==> src/rtl/pwm_light_driver.sv <==
// ---------------------------------------------------------------------------
// pwm_light_driver : turns a 0..4 light level into a glitch-free PWM drive,
//                    with an optional stepped fade between duty levels.
// Revision 1.0 - initial release
// ---------------------------------------------------------------------------
`default_nettype none

module pwm_light_driver #(
  parameter int unsigned CLK_DIV      = 100,
  parameter int unsigned PWM_BITS     = 8,
  parameter bit          FADE_EN      = 1'b1,
  parameter int unsigned STEP         = 16,
  parameter int unsigned RAMP_PERIODS = 4
) (
  input  logic                i_clk,
  input  logic                i_reset,
  input  logic [2:0]          i_lightState,
  output logic                o_pwm,
  output logic [PWM_BITS:0]   o_duty,
  output logic                o_busy,
  output logic                o_periodEnd
);

  localparam int DW = PWM_BITS + 1;
  localparam int PW = (CLK_DIV > 1) ? $clog2(CLK_DIV) : 1;
  localparam int RW = (RAMP_PERIODS > 1) ? $clog2(RAMP_PERIODS) : 1;

  logic [2:0]          level;
  logic [PW-1:0]       prescale;
  logic [PWM_BITS-1:0] pwm_cnt;
  logic [RW-1:0]       ramp_cnt;
  logic [RW-1:0]       ramp_next;
  logic [DW-1:0]       duty;
  logic [DW-1:0]       duty_next;
  logic [DW-1:0]       target;
  logic                tick;
  logic                period_end;
  logic                pwm_q;
  logic                busy_q;
  logic                period_end_q;

  // Level 4 lands exactly on 2^PWM_BITS, which keeps the output solidly on.
  always_comb begin
    target = '0;
    if (level <= 3'd4) begin
      target = DW'(level) << (PWM_BITS - 2);
    end
  end

  assign tick       = (prescale == PW'(CLK_DIV - 1));
  assign period_end = tick && (pwm_cnt == {PWM_BITS{1'b1}});

  generate
    if (FADE_EN) begin : g_fade
      always_comb begin
        duty_next = duty;
        ramp_next = '0;
        if (duty != target) begin
          if (ramp_cnt != RW'(RAMP_PERIODS - 1)) begin
            ramp_next = ramp_cnt + 1'b1;
          end else if (target > duty) begin
            // Clamp the last step so the ramp lands on the target exactly.
            duty_next = (32'(target - duty) <= 32'(STEP)) ? target : duty + DW'(STEP);
          end else begin
            duty_next = (32'(duty - target) <= 32'(STEP)) ? target : duty - DW'(STEP);
          end
        end
      end
    end else begin : g_jump
      always_comb begin
        duty_next = target;
        ramp_next = '0;
      end
    end
  endgenerate

  always_ff @(posedge i_clk or posedge i_reset) begin
    if (i_reset) begin
      level        <= '0;
      prescale     <= '0;
      pwm_cnt      <= '0;
      ramp_cnt     <= '0;
      duty         <= '0;
      pwm_q        <= 1'b0;
      busy_q       <= 1'b0;
      period_end_q <= 1'b0;
    end else begin
      level <= i_lightState;
      if (tick) begin
        prescale <= '0;
        pwm_cnt  <= pwm_cnt + 1'b1;
      end else begin
        prescale <= prescale + 1'b1;
      end
      // Duty only moves on the period boundary so a pulse is never cut short.
      if (period_end) begin
        duty     <= duty_next;
        ramp_cnt <= ramp_next;
      end
      pwm_q        <= ({1'b0, pwm_cnt} < duty);
      busy_q       <= (duty != target);
      period_end_q <= period_end;
    end
  end

  assign o_pwm       = pwm_q;
  assign o_duty      = duty;
  assign o_busy      = busy_q;
  assign o_periodEnd = period_end_q;

endmodule

`default_nettype wire

==> config.mk <==
export PLATFORM = sky130hd
export DESIGN_NAME = pwm_light_driver
export DESIGN_NICKNAME = d
export VERILOG_FILES = /design/src/rtl/pwm_light_driver.sv
export SDC_FILE = /design/constraint.sdc
export NUM_CORES = 1
export LEC_CHECK = 0
export ABC_AREA = 1
export BUFFER_PORTS_ARGS = -buffer_cell sky130_fd_sc_hd__buf_2
export CAP_MARGIN = 20
export CORE_MARGIN = 5
export CORE_UTILIZATION = 45
export DETAILED_ROUTE_END_ITERATION = 8
export PLACE_DENSITY_LB_ADDON = 0.1
export SLEW_MARGIN = 20
export SYNTH_ARGS = -nofsm -noshare
export SYNTH_HDL_FRONTEND = slang
export SYNTH_SLANG_ARGS = --single-unit
==> constraint.sdc <==
create_clock -name i_clk -period 2.35 [get_ports i_clk]
set_clock_uncertainty 0.1 [all_clocks]
set_input_delay 0.1175 -clock i_clk [delete_from_list [all_inputs] [get_ports i_clk]]
set_output_delay 0.1175 -clock i_clk [all_outputs]
set_load 0.02 [all_outputs]
==> impl_table.tex, run 1 <==
\begin{tabular}{lr}
\hline
Metric & Value \\
\hline
\multicolumn{2}{l}{\textbf{Worst setup path}} \\
\quad Startpoint type of the worst setup path & register \\
\quad Worst path required time & approximately 2400 ps \\
\quad Family with the most delay on the worst path & adder cells \\
\quad Arrival time reported for the critical path endpoint & $\sim$2400 ps \\
\quad Sort of element at the end of the critical path & register \\
\quad Type of the worst setup path & reg -> reg \\
\quad Critical path's largest stage delay & around 520 ps \\
\quad Peak fanout along the critical path & 5 \\
\quad Library cell contributing the largest single delay on the critical path & sky130\_fd\_sc\_hd\_\_fa\_2 \\
\quad Total buffers and inverters traversed by the critical path & 2 \\
\quad Critical path, cell by cell & buf\_4, o21ai\_2, inv\_2, ha\_4, fa\_2, nand3\_2, nor3\_4, nand2\_2, o211ai\_1, o21ai\_1 \\
\multicolumn{2}{l}{\textbf{Route}} \\
\quad Pre-Repair DR Iteration Count & 4 \\
\quad DR vias/cell & approximately 4.9 \\
\quad DRC marker count from the first detailed-route iteration & between 90 and 100 \\
\quad Total routed wirelength & around 3600 um \\
\quad Via total after detailed routing & $\sim$1500 \\
\quad Wire length per cell & 11.9 um \\
\quad Routed Antenna Nets & 0 \\
\quad DRC viols & 0 \\
\multicolumn{2}{l}{\textbf{GRT}} \\
\quad Via count of the first global-routing pass & 1420 \\
\quad Maximum number of pins on one net before global-route repair & 29 \\
\quad Antenna violations before repair & 0 \\
\quad GRT overflow & 0 \\
\quad First-pass GRT wire length & approximately 6300 um \\
\quad Global routing met3 resource utilization & under 10\% \\
\quad Met2 Usage GRT & between 20\% and 30\% \\
\quad Total track usage & 14.8\% \\
\quad M1 GR Usage & 18.6\% \\
\quad Grt peak-use layer & met2 \\
\multicolumn{2}{l}{\textbf{Floorplanning}} \\
\quad Full die area & between 0.005 and 0.006 sq mm \\
\quad Initial Utilization & 46.1\% \\
\quad Cell row count & 23 \\
\quad Total core area & around 0.004 sq mm \\
\quad I/O Pins & 17 \\
\quad Die span in y & $\sim$74 um \\
\quad Overall die width & roughly 74 um \\
\multicolumn{2}{l}{\textbf{Placement}} \\
\quad Half-perimeter wire length after detailed placement & 2690 um \\
\quad Gp weighted congestion & between 0.9 and 1 \\
\quad Total of buffers placed on input and output ports & 12 \\
\multicolumn{2}{l}{\textbf{Run status}} \\
\quad Violations in the final reports & negative setup slack \\
\quad Result of the run & finished, violations left \\
\multicolumn{2}{l}{\textbf{Power and ir drop}} \\
\quad Total leakage power & $\sim$1.2 nW \\
\quad Power Total & approximately 0.9 mW \\
\quad Power per unit of standard cell area & roughly 430 mW/mm\^{}2 \\
\quad IR Drop Worst-Case VDD & 257 uV \\
\multicolumn{2}{l}{\textbf{Yosys}} \\
\quad Top cells by area in the synthesized netlist & sky130\_fd\_sc\_hd\_\_dfrtp\_1 (38\%), sky130\_fd\_sc\_hd\_\_ha\_1 (11\%), sky130\_fd\_sc\_hd\_\_nand2\_1 (10\%) \\
\quad Fraction of registers with async set or reset after synthesis & 100\% \\
\quad Post-synth EDFFs & 0 \\
\quad Sequential fraction of the synthesis area & 38.0\% \\
\quad Area share of the largest cell type after synthesis & around 38\% \\
\quad Number of register bits inferred by synthesis & 28 \\
\quad Yosys warnings & 0 \\
\quad Ranking of synthesized cells by instance count & sky130\_fd\_sc\_hd\_\_nand2\_1 (51), sky130\_fd\_sc\_hd\_\_inv\_1 (32), sky130\_fd\_sc\_hd\_\_dfrtp\_1 (28), sky130\_fd\_sc\_hd\_\_nand3\_1 (25), sky130\_fd\_sc\_hd\_\_ha\_1 (16) \\
\quad Synthesized instance count & 228 \\
\quad Synth Flop Type & sky130\_fd\_sc\_hd\_\_dfrtp\_1 \\
\quad Cell variety after synth & 31 \\
\quad Combined area of all synthesized cells & around 0.0018 sq mm \\
\quad Average footprint of a synthesized cell & 8.09 sq um \\
\quad Biggest area consumer among synthesized cells & sky130\_fd\_sc\_hd\_\_dfrtp\_1 \\
\quad Most frequent cell after synthesis & sky130\_fd\_sc\_hd\_\_nand2\_1 \\
\multicolumn{2}{l}{\textbf{STA}} \\
\quad Unrepaired setup endpoints after global routing & true \\
\quad Total Negative Setup Slacks & -8.33 ps \\
\quad Pins Over Slew Limit & 0 \\
\quad Final setup violating endpoints & 1 \\
\quad Min Tclk post-route & 2360 ps \\
\quad Final Hold Viols & 0 \\
\quad F\_max & roughly 420 MHz \\
\quad Final Worst Setup Slack & -8.33 ps \\
\quad Fin crit share & 100\% \\
\multicolumn{2}{l}{\textbf{Final layout}} \\
\quad Fraction of the core area covered by cells at the end of the flow & a little over half \\
\quad Net count of the finished layout & 279 \\
\quad Post-synthesis to final-layout area growth & 16.6\% \\
\quad Number of antenna diodes & 0 \\
\quad Fraction of layout cells with a size suffix above 1 & between 10\% and 20\% \\
\multicolumn{2}{l}{\textbf{Clock tree}} \\
\quad Clock tree from TritonCTS & built \\
\quad Count of clock tree sinks & 28 \\
\quad Clk Latency, worst-skew pair & about 270 ps \\
\quad Clock buffer count from CTS & 3 \\
\quad Worst-path clk slew & about 90 ps \\
\quad Clock Tree Root & sky130\_fd\_sc\_hd\_\_clkbuf\_8 \\
\quad H-tree level count & 1 \\
\quad Maximum buffer depth of the clock tree & 2 \\
\multicolumn{2}{l}{\textbf{Min path}} \\
\quad Type of the most critical hold path & in -> async \\
\multicolumn{2}{l}{\textbf{Flow run}} \\
\quad Max Cap Viol & 0 \\
\hline
\end{tabular}
## layout by cell type (no fill, tap or decap), types with 3 or more instances in the layout
cell                            instances
sky130_fd_sc_hd__nand2_1               50
sky130_fd_sc_hd__inv_1                 31
sky130_fd_sc_hd__dfrtp_1               28
sky130_fd_sc_hd__nand3_1               24
sky130_fd_sc_hd__ha_1                  15
sky130_fd_sc_hd__nor2_1                12
sky130_fd_sc_hd__buf_2                 12
sky130_fd_sc_hd__buf_4                 10
sky130_fd_sc_hd__xor2_1                 7
sky130_fd_sc_hd__a21oi_1                6
sky130_fd_sc_hd__xnor2_1                5
sky130_fd_sc_hd__nand2_2                4
sky130_fd_sc_hd__nor3_1                 4
sky130_fd_sc_hd__o21a_1                 4
sky130_fd_sc_hd__conb_1                 4
sky130_fd_sc_hd__clkbuf_8               4
sky130_fd_sc_hd__dlygate4sd3_1          4
sky130_fd_sc_hd__nor3_2                 3
sky130_fd_sc_hd__nor2_2                 3
sky130_fd_sc_hd__o21ai_1                3
sky130_fd_sc_hd__inv_2                  3
sky130_fd_sc_hd__o21ai_0                3
## metrics by stage
stage	instance area, sq um	std cells	setup WS (ps)	hold slack (ps)
floorplan	1860	231	41.2	48.9
global placement	2000	296	-5.11	101
detailed placement	2000	296	-38.3	102
CTS	2110	304	50.6	342
global route	2150	306	-107	386
finish	2150	306	-8.33	338
## final cells by class
type	instances	area, sq um
fillers	384	1850
repair buffers	26	175
inverters	35	133
flip-flops and latches	28	701
clock buffers	4	55.1
well taps	50	62.6
multi-input cells	163	1020
## worst reg2reg max path, delay by kind of cell (launching register included)
family          cells  cell delay (ps)
fa+ha+maj           2              690
simple gates        3              460
buf+inv             2              210
flops               1              400
compound gates      3              410
## report_power, final
group	internal, mW	switching (mW)
registers	0.486	0.00207
clock network	0.150	0.145
logic	0.0524	0.0846
total	0.688	0.231
## worst paths after layout
kind	start	to	slack, ps	depth (start not counted)
max	level[0]	o_duty[4]	-8	10
min	i_reset	prescale[1]	340	4
max reg2reg	level[0]	o_duty[4]	-8	10
min reg2reg	prescale[0]	prescale[0]	360	1
max in group asynchronous	i_reset	level[2]	1550	4
min in group i_clk	prescale[0]	prescale[0]	360	1
## routing by layer
metal  vias up  part of all wire, %
met5         -                    0
met4         0                  1.2
met3         5                  4.9
met2        37                   49
met1       693                   45
li1        775                    -
## repair_timing
| action | 4_1_cts | 5_1_grt |
|---|---|---|
| pin swaps | 0 | 9 |
| setup endpoints to repair | 5 | 5 |
| hold buffers | 4 | 0 |
| gates resized for setup | 4 | 8 |
| setup buffers | 0 | 2 |
| hold endpoints to repair | 31 | 0 |
## registers in the layout, indices dropped and copies added, names as in the netlist
| register | count |
|---|---|
| level | 3 |
| o_busy | 1 |
| o_duty | 5 |
| o_periodEnd | 1 |
| o_pwm | 1 |
| prescale | 7 |
| pwm_cnt | 8 |
| ramp_cnt | 2 |
## kinds of logic after synthesis
| kind of cell | synth area share [%] |
|---|---|
| other | 0.203 |
| AND/OR/NAND/NOR | 29.5 |
| AO/OA/AOI/OAI | 5.56 |
| adder cells (fa/ha/maj) | 11.9 |
| buffers and inverters | 9.09 |
| flip-flops | 38.0 |
| XOR/XNOR | 5.70 |
No activity file was read; power rests on OpenSTA's default activity.
==> run 2: changes to the inputs <==
CTS_BUF_LIST = sky130_fd_sc_hd__clkbuf_2   (was unset)
==> impl_table.tex, run 2 (synthesis gave the netlist of run 1 again) <==
\begin{tabular}{lr}
\hline
Metric & Value \\
\hline
\multicolumn{2}{l}{\textbf{Run status}} \\
\quad Result of the run & finished, violations left \\
\quad Violations in the final reports & negative setup slack \\
\multicolumn{2}{l}{\textbf{Route}} \\
\quad DRC viols & 0 \\
\quad DR vias/cell & approximately 4.9 \\
\quad Routed Antenna Nets & 0 \\
\quad Total routed wirelength & roughly 3600 um \\
\quad DRC marker count from the first detailed-route iteration & a little over 70 \\
\quad Via total after detailed routing & between 1000 and 1500 \\
\quad Wire length per cell & around 12 um \\
\quad Pre-Repair DR Iteration Count & 4 \\
\multicolumn{2}{l}{\textbf{Flow run}} \\
\quad Max Cap Viol & 0 \\
\multicolumn{2}{l}{\textbf{STA}} \\
\quad Unrepaired setup endpoints after global routing & true \\
\quad Final Hold Viols & 0 \\
\quad Final setup violating endpoints & 1 \\
\quad Min Tclk post-route & between 2000 and 2500 ps \\
\quad Fin crit share & 100\% \\
\quad Final Worst Setup Slack & -8.00 ps \\
\quad Total Negative Setup Slacks & -8.00 ps \\
\quad Pins Over Slew Limit & 0 \\
\quad F\_max & about 420 MHz \\
\multicolumn{2}{l}{\textbf{Power and ir drop}} \\
\quad Total leakage power & around 1.2 nW \\
\quad Power per unit of standard cell area & $\sim$380 mW/mm\^{}2 \\
\quad IR Drop Worst-Case VDD & $\sim$320 uV \\
\quad Power Total & 0.797 mW \\
\multicolumn{2}{l}{\textbf{Min path}} \\
\quad Type of the most critical hold path & in -> async \\
\multicolumn{2}{l}{\textbf{Final layout}} \\
\quad Design Area, Final & 0.00212 sq mm \\
\quad Post-synthesis to final-layout area growth & 15.1\% \\
\quad Most frequent standard cell in the layout excluding fill and tap cells & sky130\_fd\_sc\_hd\_\_nand2\_1 \\
\quad Number of antenna diodes & 0 \\
\quad Post-route insts no fill & 307 \\
\quad Fraction of layout cells with a size suffix above 1 & 19.8\% \\
\quad Max FFs per register & 8 \\
\quad Most used cells in the layout excluding fill and tap cells & sky130\_fd\_sc\_hd\_\_nand2\_1 (50), sky130\_fd\_sc\_hd\_\_inv\_1 (31), sky130\_fd\_sc\_hd\_\_dfrtp\_1 (28) \\
\quad Top reg by flops & pwm\_cnt \\
\quad Net count of the finished layout & 280 \\
\multicolumn{2}{l}{\textbf{Clock tree}} \\
\quad Clock buffer count from CTS & 3 \\
\quad H-tree level count & 1 \\
\quad Maximum buffer depth of the clock tree & 2 \\
\quad Clock tree from TritonCTS & built \\
\quad Clock Tree Root & sky130\_fd\_sc\_hd\_\_clkbuf\_2 \\
\quad Clk Latency, worst-skew pair & $\sim$350 ps \\
\quad Worst-path clk slew & around 250 ps \\
\quad Count of clock tree sinks & 28 \\
\multicolumn{2}{l}{\textbf{Worst setup path}} \\
\quad Sort of element at the end of the critical path & register \\
\quad Family with the most delay on the worst path & adder cells \\
\quad Worst path required time & around 2500 ps \\
\quad Library cell contributing the largest single delay on the critical path & sky130\_fd\_sc\_hd\_\_fa\_2 \\
\quad Worst Setup SP & level[1] \\
\quad Peak fanout along the critical path & 5 \\
\quad Type of the worst setup path & reg -> reg \\
\quad Startpoint type of the worst setup path & register \\
\quad Critical path, cell by cell & nor2\_2, o21ai\_2, inv\_2, ha\_4, fa\_2, nand3\_2, nor3\_4, nand2\_2, o211ai\_1, o21ai\_1 \\
\quad Arrival time reported for the critical path endpoint & $\sim$2500 ps \\
\quad Critical path's largest stage delay & around 520 ps \\
\quad Total buffers and inverters traversed by the critical path & 1 \\
\quad Worst R2R Start & level[1] \\
\multicolumn{2}{l}{\textbf{Floorplanning}} \\
\quad Initial Utilization & 46.1\% \\
\quad Full die area & approximately 0.0055 sq mm \\
\quad Overall die width & roughly 74 um \\
\quad I/O Pins & 17 \\
\quad Cell row count & 23 \\
\quad Die span in y & between 70 and 80 um \\
\quad Total core area & 0.00400 sq mm \\
\multicolumn{2}{l}{\textbf{GRT}} \\
\quad Total track usage & $\sim$15\% \\
\quad GRT overflow & 0 \\
\quad Via count of the first global-routing pass & between 1000 and 1500 \\
\quad Antenna violations before repair & 0 \\
\quad First-pass GRT wire length & 6240 um \\
\quad Maximum number of pins on one net before global-route repair & 29 \\
\multicolumn{2}{l}{\textbf{Placement}} \\
\quad Gp weighted congestion & roughly 0.93 \\
\quad Placed insts & 296 \\
\quad Placed instance area & between 0.002 and 0.0025 sq mm \\
\quad Half-perimeter wire length after detailed placement & 2690 um \\
\quad Total of buffers placed on input and output ports & 12 \\
\hline
\end{tabular}
run 2: changes by cell type in the layout (fill, tap and decap cells not counted):
cell / previous run / this run
sky130_fd_sc_hd__clkbuf_2: 0 / 3
sky130_fd_sc_hd__clkinv_1: 0 / 1
sky130_fd_sc_hd__clkbuf_8: 4 / 0
sky130_fd_sc_hd__buf_4: 10 / 11
run 2: tightest hold or removal path, stage by stage:
cell                            delay (ps)
sky130_fd_sc_hd__dlygate4sd3_1         530
sky130_fd_sc_hd__buf_2                 120
sky130_fd_sc_hd__inv_1                  40
sky130_fd_sc_hd__buf_4                 320
run 2: worst paths after layout:
kind	end	slack, ps	cells after the start
setup / recovery	o_duty[4]	-8	10
hold / removal	pwm_cnt[1]	220	4
setup reg to reg	o_duty[4]	-8	10
hold reg to reg	prescale[0]	370	1
max in group asynchronous	pwm_cnt[4]	1670	4
min in group i_clk	level[2]	300	2
run 2: what timing repair did:
item	in CTS	in global routing
endpoints found under the setup margin	5	5
endpoints found under the hold margin	31	0
resized for setup	1	11
buffers inserted	1	2
pin swaps	0	10
hold buffers	4	0
run 2: cell type report:
type	instances	area [sq um]
fill	392	1880
multi-input combinational	163	1020
sequential	28	701
timing repair buffer	27	183
inverter	35	133
tap	50	62.6
clock buffer	3	15.0
clock inverter	1	3.75
run 2: metrics by stage:
step,setup WS (ps),util (%),hold WS (ps)
6_report,-8.00,53.0,222
5_1_grt,-119,53.0,217
2_1_floorplan,41.2,-,48.9
3_3_place_gp,-5.11,50.1,101
4_1_cts,39.1,51.7,193
3_5_place_dp,-38.3,50.1,102
run 2: per-layer routing:
| layer | wire (um) | GRT usage [%] | up-vias |
|---|---|---|---|
| met5 | 0 | 0 | - |
| met2 | 1750 | 25.1 | 26 |
| met4 | 49 | 6.44 | 0 |
| met3 | 151 | 2.16 | 4 |
| li1 | - | - | 772 |
| met1 | 1680 | 18.2 | 688 |
run 2: where the power goes:
part / switching (mW) / total (mW) / leakage (nW) / internal, mW
Combinational: 0.0853 / 0.139 / 0.779 / 0.0532
Sequential: 0.00193 / 0.489 / 0.367 / 0.487
Clock: 0.133 / 0.170 / 0.0140 / 0.0370
Total: 0.220 / 0.797 / 1.16 / 0.577
